<file path="config.mk">
export PLATFORM = sky130hd
export DESIGN_NAME = jw_ring_ctrl
export DESIGN_NICKNAME = d
export VERILOG_FILES = /design/src/rtl/jw_ring_pkg.sv /design/src/rtl/jw_ring_ptr.sv /design/src/rtl/jw_ring_ctrl.sv
export SDC_FILE = /design/constraint.sdc
export NUM_CORES = 1
export LEC_CHECK = 0
export CAP_MARGIN = 5
export CORE_MARGIN = 2
export CORE_UTILIZATION = 35
export DETAILED_ROUTE_END_ITERATION = 8
export DONT_BUFFER_PORTS = 1
export PLACE_DENSITY = 0.59
export SYNTH_ARGS = -nofsm -noshare
export SYNTH_HDL_FRONTEND = slang
export SYNTH_SLANG_ARGS = --single-unit
</file>
<file path="constraint.sdc">
create_clock -name clk -period 3.35 [get_ports clk]
set_clock_uncertainty 0.1 [all_clocks]
set_input_delay 0.1675 -clock clk [delete_from_list [all_inputs] [get_ports clk]]
set_output_delay 0.1675 -clock clk [all_outputs]
set_load 0.02 [all_outputs]
</file>
<file path="src/rtl/jw_ring_pkg.sv">
// rtl/jw_ring_pkg.sv - shared widths and pointer arithmetic for the jw_ring ring-buffer controller
package jw_ring_pkg;

  localparam int DEF_ADDR_WIDTH = 4;
  localparam int DEF_DATA_WIDTH = 8;
  localparam int DEPTH          = 2 ** DEF_ADDR_WIDTH;

  // Wide enough for the largest legal pointer: 10 address bits plus the wrap bit
  localparam int PTR_MAX_W = 11;
  typedef logic [PTR_MAX_W-1:0] ptr_wide_t;

  // Occupancy from two zero-extended pointers; the caller keeps the low AW+1 bits,
  // which gives the difference modulo 2**(AW+1)
  function automatic ptr_wide_t ptr_count(input ptr_wide_t wr, input ptr_wide_t rd);
    return wr - rd;
  endfunction

endpackage

</file>
<file path="src/rtl/jw_ring_ptr.sv">
// rtl/jw_ring_ptr.sv - wrap-bit ring pointer with synchronous clear and increment
module jw_ring_ptr #(
  parameter int WIDTH = 5
) (
  input  logic             clk,
  input  logic             rst_n,
  input  logic             clear,
  input  logic             inc,
  output logic [WIDTH-1:0] ptr
);

  // Natural binary wrap toggles the top bit every pass through the RAM
  always_ff @(posedge clk or negedge rst_n) begin
    if (!rst_n) begin
      ptr <= '0;
    end else if (clear) begin
      ptr <= '0;
    end else if (inc) begin
      ptr <= ptr + WIDTH'(1);
    end
  end

endmodule

</file>
<file path="src/rtl/jw_ring_ctrl.sv">
// rtl/jw_ring_ctrl.sv - ring-buffer controller for an external dual-port RAM; JW_RING_OVERWRITE_EN selects logger mode
module jw_ring_ctrl
  import jw_ring_pkg::*;
#(
  parameter int ADDR_WIDTH = DEF_ADDR_WIDTH,
  parameter int DATA_WIDTH = DEF_DATA_WIDTH
) (
  input  logic                  clk,
  input  logic                  rst_n,
  input  logic                  clear,
  input  logic                  wr_valid,
  output logic                  wr_ready,
  input  logic [DATA_WIDTH-1:0] wr_data,
  input  logic                  rd_req,
  output logic                  rd_valid,
  output logic [DATA_WIDTH-1:0] rd_data,
  output logic [ADDR_WIDTH:0]   count,
  output logic                  full,
  output logic                  empty,
  output logic                  ram_we,
  output logic [ADDR_WIDTH-1:0] ram_addr_a,
  output logic [ADDR_WIDTH-1:0] ram_addr_b,
  output logic [DATA_WIDTH-1:0] ram_din_a,
  input  logic [DATA_WIDTH-1:0] ram_dout_b
);

  localparam int PW = ADDR_WIDTH + 1;

  logic [PW-1:0] wr_ptr;
  logic [PW-1:0] rd_ptr;
  logic          wr_acc;
  logic          rd_acc;
  logic          rd_inc;

  assign empty = (wr_ptr == rd_ptr);
  assign full  = (wr_ptr[ADDR_WIDTH-1:0] == rd_ptr[ADDR_WIDTH-1:0]) &&
                 (wr_ptr[ADDR_WIDTH] != rd_ptr[ADDR_WIDTH]);
  assign count = PW'(ptr_count(ptr_wide_t'(wr_ptr), ptr_wide_t'(rd_ptr)));

`ifdef JW_RING_OVERWRITE_EN
  // A pop against a full buffer stalls the write so port a never hits the slot being read
  assign wr_ready = !(full && rd_req);
`else
  assign wr_ready = !full;
`endif

  // rst_n gating keeps ram_we at its reset value while reset is asserted
  assign wr_acc = wr_valid && wr_ready && rst_n && !clear;
  assign rd_acc = rd_req && !empty && !clear;

`ifdef JW_RING_OVERWRITE_EN
  // Writing into a full buffer drops the oldest sample by dragging rd_ptr along
  assign rd_inc = rd_acc || (wr_acc && full);
`else
  assign rd_inc = rd_acc;
`endif

  assign ram_we     = wr_acc;
  assign ram_addr_a = wr_ptr[ADDR_WIDTH-1:0];
  assign ram_din_a  = wr_data;
  assign ram_addr_b = rd_ptr[ADDR_WIDTH-1:0];
  assign rd_data    = ram_dout_b;

  jw_ring_ptr #(.WIDTH(PW)) u_wr_ptr (
    .clk   (clk),
    .rst_n (rst_n),
    .clear (clear),
    .inc   (wr_acc),
    .ptr   (wr_ptr)
  );

  jw_ring_ptr #(.WIDTH(PW)) u_rd_ptr (
    .clk   (clk),
    .rst_n (rst_n),
    .clear (clear),
    .inc   (rd_inc),
    .ptr   (rd_ptr)
  );

  // The RAM registers ram_addr_b on the accepting edge, so data lines up with this flag
  always_ff @(posedge clk or negedge rst_n) begin
    if (!rst_n) begin
      rd_valid <= 1'b0;
    end else begin
      rd_valid <= rd_acc;
    end
  end

endmodule

</file>
==> impl_metrics.ini, run 1 <==
[synth]
async_flop_share = 1.000
synth_cell_type_count = 23
yosysWarnings = 0
synth_area_leader_cell = dfrtp_1
synth_top_flop_cell = dfrtp_1
synth-seq-cells = 11
synth_top_area_share = 0.3073
synth.net_count = 127
synthesis.area_sq_um = 895.9
syn_area_per_cell_sq_um = 9.049
synth_common_cells = buf_4, nor2_1, dfrtp_1
synth_cells = 99
synth-edff-count = 0
yosysMostFrequentCell = buf_4
synthTopCellsByArea = dfrtp_1, buf_4, xnor2_1, ha_1, nor2_1
ys_seq_area_frac = 0.3073

[global_routing]
grt_pass1_wl_um = 2546
antenna_found_initial = 0
grt_usage = 0.1239
grt_max_degree = 12
first_global_vias = 574
grt_remaining_overflow = 0

[route]
vias_per_cell = 5.198
drtPass1Iterations = 4
drt_iter0_markers = 4
wl_per_cell_um = 15.47
vias = 577
antenna_left = 0
drc = 0
routed_wl_um = 1717

[clock_tree]
clock_sinks = 11
cts_tree = built
clk_pin_slew_worst_paths_ps = 80
clockBufferDepth = 2
post_cts_resized = 0
cts_hold_buf = 3
post-cts-setup-buffers = 0
cts_made_buffers = 3
worstSkewPairLatency_ps = 270
root_buffer = clkbuf_4
htreeDepth = 1

[placed_design]
hpwl_um = 1306
post-place-ws_ps = 1147
place_inst = 104
place.gp.congestion = 0.6643
io_buffers = 0

[worst_setup_path]
crit_required_ps = 3080
startpoint_type = flop
critical_path_buf_inv_count = 1
critPathMaxStageDelay_ps = 600
reg2reg_depth = 6
slowest_stage = nor3_1
reg2reg_to = u_wr_ptr.ptr[3]
cp_top_family = simple AND/OR/NAND/NOR gates
cp_cell_sequence = inv_1 -> ha_1 -> nand4_1 -> nor2_1 -> nor3_1
crit_type = flop to primary output
reg2reg_from = u_rd_ptr.ptr[2]
cp_max_fo = 5
ff2ff_setup_slack_ps = 1260
critPathLaunch = u_rd_ptr.ptr[2]
arrival_ps = 2250
endpoint_kind = primary output

[min_path]
min_to = u_rd_ptr.ptr[2]
worstHoldStart = rd_req
min_path_type = input port to flop
min_path_cells = 3

[timing]
slew_headroom = 0.5531
slew_violations = 0
finalCriticalPeriod_ps = 2518
hold_violations = 0
finalSetupViolCount = 0
fmax_mhz = 397.2
hold_ws_ps = 76.21
rsz0062_at_grt = no
layout_worst_path_cycle_share = 0.7516
max_slew.worst_pin.slew_ps = 665.2
setup_ws_ps = 832.1
tns_ps = 0

[job]
cap_violations = 0

[floorplanning]
initial_core_util = 0.3649
rows = 18
die_y_um = 54.59
die_area_sq_mm = 0.002980
die_w_um = 54.59
core_area_sq_mm = 0.002455
ios = 55

[power]
ir_drop_uv = 157.0
power_density_mw_per_mm2 = 444.4
leakage_uw = 0.0003471

[outcome]
status = complete, no violations

[layout]
fin_util = 0.3282
n_antenna_cell = 0
layoutNonFillerInstCount = 111
drive_gt1_frac = 0.06173
regArea_sq_um = 275.3
syn2layout_area_growth_pct = -10.06
nFillCells = 256
nets = 110
multi_input_area_sq_um = 410.4
-- metal layers --
metal,vias to the layer above,track usage,routed length (um)
met4,0,0.08750,38
met1,280,0.1231,623
li1,267,-,-
met2,22,0.2262,905
met3,8,0.02459,150
met5,-,0,0
-- stage by stage --
step	power (uW)	instance area [sq um]
2_1_floorplan	281.4	895.9
3_3_place_gp	260.2	749.5
3_5_place_dp	262.4	749.5
4_1_cts	362.9	805.8
5_1_grt	383.0	805.8
6_report	358.1	805.8
-- flip-flops by register name, summed over array words and instances (netlist names) --
signal and count:
u_wr_ptr.ptr 5, u_rd_ptr.ptr 5, rd_valid 1
-- final cells by class --
type | instances | share of cell area
Timing Repair Buffer | 3 | 0.03727
Multi-Input combinational cell | 56 | 0.5093
Inverter | 7 | 0.03261
Sequential cell | 11 | 0.3416
Clock buffer | 4 | 0.03261
Tap cell | 30 | 0.04658
-- where the power goes --
group	switching, uW	internal (uW)
sequential	16.3	139
clock	45.7	46.1
combinational	75.9	35.5
-- how the worst max path moves through the flow --
| stage | to | slack, ps | cells after the start |
|---|---|---|---|
| 2_1_floorplan | ram_we | 1470 | 4 |
| 3_3_place_gp | ram_we | 1200 | 5 |
| 3_5_place_dp | ram_we | 1150 | 5 |
| 4_1_cts | ram_we | 840 | 5 |
| 5_1_grt | wr_ready | 720 | 5 |
| 6_report | ram_we | 830 | 5 |
-- tightest hold or removal path: stages --
cell and delay [ps]:
o211ai_1 70, xnor2_1 130, nor2_1 40
-- kinds of logic after synthesis --
| kind of cell | after synthesis | share of synthesized area |
|---|---|---|
| buf+inv | 32 | 0.2346 |
| fa+ha+maj | 7 | 0.1061 |
| flops | 11 | 0.3073 |
| mux | 2 | 0.02235 |
| simple gates | 22 | 0.1131 |
| compound gates | 13 | 0.09077 |
| xor+xnor | 12 | 0.1257 |
-- cells in the final DEF (no fill, tap or decap), drive strengths merged --
cell         netlist  routed
nor2              12      12
dfrtp             11      11
xnor2              9       9
inv                7       7
a21oi              6       6
ha                 6       6
nand3              4       4
clkbuf             1       4
dlygate4sd3        0       3
xor2               3       3
a21o               2       2
nand4              2       2
a211oi             2       2
mux2i              2       2
o21ai              2       2
nand2              1       1
nor3               1       1
and4               1       1
or3                1       1
o211ai             1       1
fa                 1       1
(Power assumes the default switching activity.)
==> run 2, diff against run 1 <==
PLACE_DENSITY = 0.61   (was 0.59)
clock period = 2.2 ns   (was 3.35 ns; I/O delays follow)
==> impl_metrics.ini, run 2 (synthesis results as in run 1) <==
[outcome]
status = complete, no violations

[global_routing]
first_global_vias = 556
grt_pass1_wl_um = 2401
grt_usage = 0.1151
grt_max_degree = 12
antenna_found_initial = 0
grt_remaining_overflow = 0

[job]
cap_violations = 0

[min_path]
worstHoldStart = rd_req
min_to = u_rd_ptr.ptr[2]
min_path_type = input port to flop
min_path_cells = 3

[layout]
nets = 119
nFillCells = 241
final_cell_mix = nor2_1, dfrtp_1, buf_4, xnor2_1, inv_1
drive_gt1_frac = 0.2000
n_antenna_cell = 0
syn2layout_area_growth_pct = -0.6983
multi_input_area_sq_um = 426.7
largest_registers = u_rd_ptr.ptr (5), u_wr_ptr.ptr (5), rd_valid (1)
regArea_sq_um = 275.3

[placed_design]
io_buffers = 0
hpwl_um = 1282
place.gp.congestion = 0.7843
post-place-ws_ps = 318.9

[power]
p_switching_uw = 219.2
combPwrFrac = 0.358
ir_drop_uv = 281.6
power_density_mw_per_mm2 = 640.1
clockPowerShare = 0.255
seq_power_share = 0.387
leakage_uw = 0.0004034
swShare = 0.3849
intPower_uw = 350.3

[clock_tree]
cts_made_buffers = 3
cts_tree = built
clock_sinks = 11
worstSkewPairLatency_ps = 280
clockBufferDepth = 2
root_buffer = clkbuf_4
htreeDepth = 1
clk_pin_slew_worst_paths_ps = 70
post-cts-setup-buffers = 0

[route]
vias = 603
routed_wl_um = 1740
antenna_left = 0
drtPass1Iterations = 4
wl_per_cell_um = 14.50
drc = 0
drt_iter0_markers = 6
vias_per_cell = 5.025

[worst_setup_path]
crit_type = flop to primary output
reg2reg_from = u_wr_ptr.ptr[1]
cp_max_fo = 2
arrival_ps = 1830
reg2reg_to = u_rd_ptr.ptr[3]
startpoint_type = flop
endpoint_kind = primary output
reg2reg_depth = 5
ff2ff_setup_slack_ps = 260
crit_required_ps = 1990

[floorplanning]
initial_core_util = 0.3649
die_area_sq_mm = 0.002980
rows = 18
die_w_um = 54.59
ios = 55
die_y_um = 54.59
core_area_sq_mm = 0.002455

[timing]
rsz0062_at_grt = no
max_slew.worst_pin.slew_ps = 518.1
fmax_mhz = 489.5
slew_headroom = 0.6535
slew_violations = 0
hold_violations = 0
tns_ps = 0
layout_worst_path_cycle_share = 0.9285
setup_ws_ps = 157.3
finalCriticalPeriod_ps = 2043
finalSetupViolCount = 0
[run 2: changes by cell type in the layout (fill, tap and decap cells not counted)]
cell	delta
fa_2	+1
buf_4	+9
a21oi_2	+1
xnor2_1	-1
fa_1	-1
nor2_2	+1
xnor2_2	+1
a21oi_1	-1
nor2_1	-1
[run 2: critical path, cell delays in order, from the launching register on]
cell     delay [ps]
dfrtp_1         380
inv_1            90
ha_1            150
inv_1            60
fa_2            350
a21o_1          170
a21oi_2         170
xnor2_2         200
[run 2: how the worst max path moves through the flow]
stage                    start  cells after the start  slack (ps)               to
2_1_floorplan  u_wr_ptr.ptr[2]                      4         380           ram_we
3_3_place_gp   u_wr_ptr.ptr[1]                      5         350  u_rd_ptr.ptr[3]
3_5_place_dp   u_wr_ptr.ptr[1]                      5         320  u_rd_ptr.ptr[3]
4_1_cts        u_wr_ptr.ptr[0]                      7          20         count[4]
5_1_grt        u_wr_ptr.ptr[0]                      7          40         count[4]
6_report       u_wr_ptr.ptr[0]                      7         160         count[4]
[run 2: layout make-up]
cell class | count | area share
Clock buffer | 4 | 0.02954
Inverter | 7 | 0.02954
Multi-Input combinational cell | 56 | 0.4796
Sequential cell | 11 | 0.3094
Tap cell | 30 | 0.04219
Timing Repair Buffer | 12 | 0.1097
[run 2: power groups by stage]
stage	registers [uW]	clock network (uW)	logic, uW
CTS	220	149	197
floorplan	227	0	201
global route	222	157	225
finish	220	145	204
global placement	225	0	180
detailed placement	225	0	185
[run 2: what timing repair did]
action	CTS	global route
hold buffers	3	0
endpoints found under the hold margin	22	0
endpoints found under the setup margin	0	1
gates resized for setup	0	4
[run 2: layer usage]
layer,global-route usage,routed length [um],share of wire,vias up
met5,0,0,0,-
met1,0.1306,756,0.43,285
met4,0.06667,29,0.017,0
li1,-,-,-,285
met3,0.03279,132,0.076,5
met2,0.1905,821,0.47,28
[run 2: stage by stage]
step / util / area (sq um) / std cells / hold slack (ps) / power (uW)
finish: 0.3624 / 889.6 / 120 / 11.68 / 569.5
global route: 0.3624 / 889.6 / 120 / 32.39 / 604.6
global placement: 0.3328 / 817.0 / 113 / -285.4 / 404.8
floorplan: - / 895.9 / 99 / -285.6 / 428.5
detailed placement: 0.3328 / 817.0 / 113 / -285.4 / 409.3
CTS: 0.3558 / 873.3 / 120 / 8.917 / 566.5
==> run 3, diff against run 2 <==
==> constraint.sdc (replaced) <==
create_clock -name clk -period 2.2 [get_ports clk]
set_clock_uncertainty 0.1 [all_clocks]
set_input_delay 0.44 -clock clk [delete_from_list [all_inputs] [get_ports clk]]
set_output_delay 0.44 -clock clk [all_outputs]
set_load 0.02 [all_outputs]
==> impl_metrics.ini, run 3 (synthesis results as in run 1) <==
[outcome]
status = finished with violations
violations = setup timing

[floorplanning]
ios = 55
core_area_sq_mm = 0.002455
die_w_um = 54.59
initial_core_util = 0.3649
die_area_sq_mm = 0.002980
die_y_um = 54.59
rows = 18

[timing]
finalCriticalPeriod_ps = 2327
rsz0062_at_grt = yes
tns_ps = -126.7
slew_headroom = 0.6558
layout_worst_path_cycle_share = 1.058
fmax_mhz = 429.8
slew_violations = 0
setup_ws_ps = -126.7
hold_violations = 0
max_slew.worst_pin.slew_ps = 514.7
finalSetupViolCount = 1

[global_routing]
grt_remaining_overflow = 0
grt_usage = 0.1244
first_global_vias = 582
grt_pass1_wl_um = 2594
grt_max_degree = 13
antenna_found_initial = 0

[clock_tree]
clockBufferDepth = 2
worstSkewPairLatency_ps = 260
clk_pin_slew_worst_paths_ps = 70
clock_sinks = 11
cts_made_buffers = 3
root_buffer = clkbuf_4
htreeDepth = 1
cts_tree = built

[worst_setup_path]
cp_max_fo = 2
startpoint_type = flop
cp_cell_sequence = inv_1 -> ha_1 -> inv_2 -> fa_2 -> a21o_1 -> a21oi_2 -> xnor2_2
slowest_stage = dfrtp_1
reg2reg_from = u_wr_ptr.ptr[1]
critical_path_buf_inv_count = 2
endpoint_kind = primary output
crit_type = flop to primary output
cp_top_family = adder cells
critPathLaunch = u_wr_ptr.ptr[0]
critPathMaxStageDelay_ps = 380
crit_required_ps = 1660
arrival_ps = 1790

[layout]
syn2layout_area_growth_pct = 6.564
largest_registers = u_rd_ptr.ptr (5), u_wr_ptr.ptr (5), rd_valid (1)
final_cell_mix = buf_4, nor2_1, dfrtp_1, xnor2_1
layoutNonFillerInstCount = 122
drive_gt1_frac = 0.3478
nets = 121
layout_commonest_cell = buf_4
n_antenna_cell = 0

[placed_design]
hpwl_um = 1415
place_inst = 116
io_buffers = 0
place.gp.congestion = 0.8213

[route]
antenna_left = 0
vias_per_cell = 5.041
drt_iter0_markers = 10
routed_wl_um = 1926
wl_per_cell_um = 15.79
vias = 615
drc = 0
drtPass1Iterations = 4

[min_path]
min_path_type = input port to flop
worstHoldStart = clear

[job]
cap_violations = 0

[power]
leakage_uw = 0.0004269
power_density_mw_per_mm2 = 630.3
ir_drop_uv = 290.1
run 3: cell types whose count changed in the layout (fill, tap and decap cells not counted), moves of 2 or more:
cell           change
ha_4               +3
dlygate4sd3_1      -2
ha_1               -3
inv_1              -3
inv_2              +3
buf_4              +4
run 3: worst register-to-register path: stages (launching register included):
cell,delay [ps]
dfrtp_2,480
ha_4,300
nand4_1,140
buf_4,190
o21ai_2,240
mux2i_1,240
nor2_1,50
run 3: cell type report:
class | count | area [sq um]
multi-input combinational | 56 | 480.5
clock buffer | 4 | 26.28
fill | 243 | 1500
sequential | 11 | 276.5
tap | 30 | 37.54
inverter | 7 | 26.28
timing repair buffer | 14 | 107.6
run 3: what timing repair did:
action | in CTS | in global routing
hold buffers | 1 | 0
hold endpoints to repair | 11 | 0
resized for setup | 5 | 9
pin swaps | 2 | 2
endpoints found under the setup margin | 5 | 6
setup buffers | 1 | 0
run 3: worst paths after layout:
path	end	slack, ps	cells after the start
max in group asynchronous	u_wr_ptr.ptr[1]	1150	1
setup reg to reg	u_rd_ptr.ptr[1]	350	6
hold reg to reg	u_rd_ptr.ptr[4]	540	2
hold / removal	u_rd_ptr.ptr[3]	130	1
min in group asynchronous	u_wr_ptr.ptr[3]	480	1
setup / recovery	count[4]	-130	7
run 3: metrics by stage:
step / utilization / area (sq um) / worst slack, ps / hold slack [ps] / power (uW)
finish: 0.3889 / 954.7 / -126.7 / 129.9 / 601.7
global route: 0.3889 / 954.7 / -203.0 / 115.3 / 638.4
CTS: 0.3665 / 899.6 / -116.5 / 126.3 / 591.4
detailed placement: 0.3420 / 839.6 / 46.36 / 44.71 / 427.6
global placement: 0.3420 / 839.6 / 82.37 / 44.67 / 420.2
floorplan: - / 895.9 / 48.78 / 44.41 / 428.5
run 3: report_power, final:
group | leakage [uW] | internal, uW | total, uW | switching (uW)
Clock | 0.0000150 | 70.0 | 140 | 69.6
Sequential | 0.000150 | 211 | 220 | 8.50
Combinational | 0.000261 | 96.1 | 242 | 146
Total | 0.000427 | 377 | 602 | 224
run 3: layer usage:
| metal | up-vias | global-route usage | part of all wire |
|---|---|---|---|
| met3 | 4 | 0.03279 | 0.064 |
| met2 | 26 | 0.2103 | 0.54 |
| met5 | - | 0 | 0 |
| li1 | 293 | - | - |
| met4 | 0 | 0.07083 | 0.011 |
| met1 | 292 | 0.1397 | 0.38 |
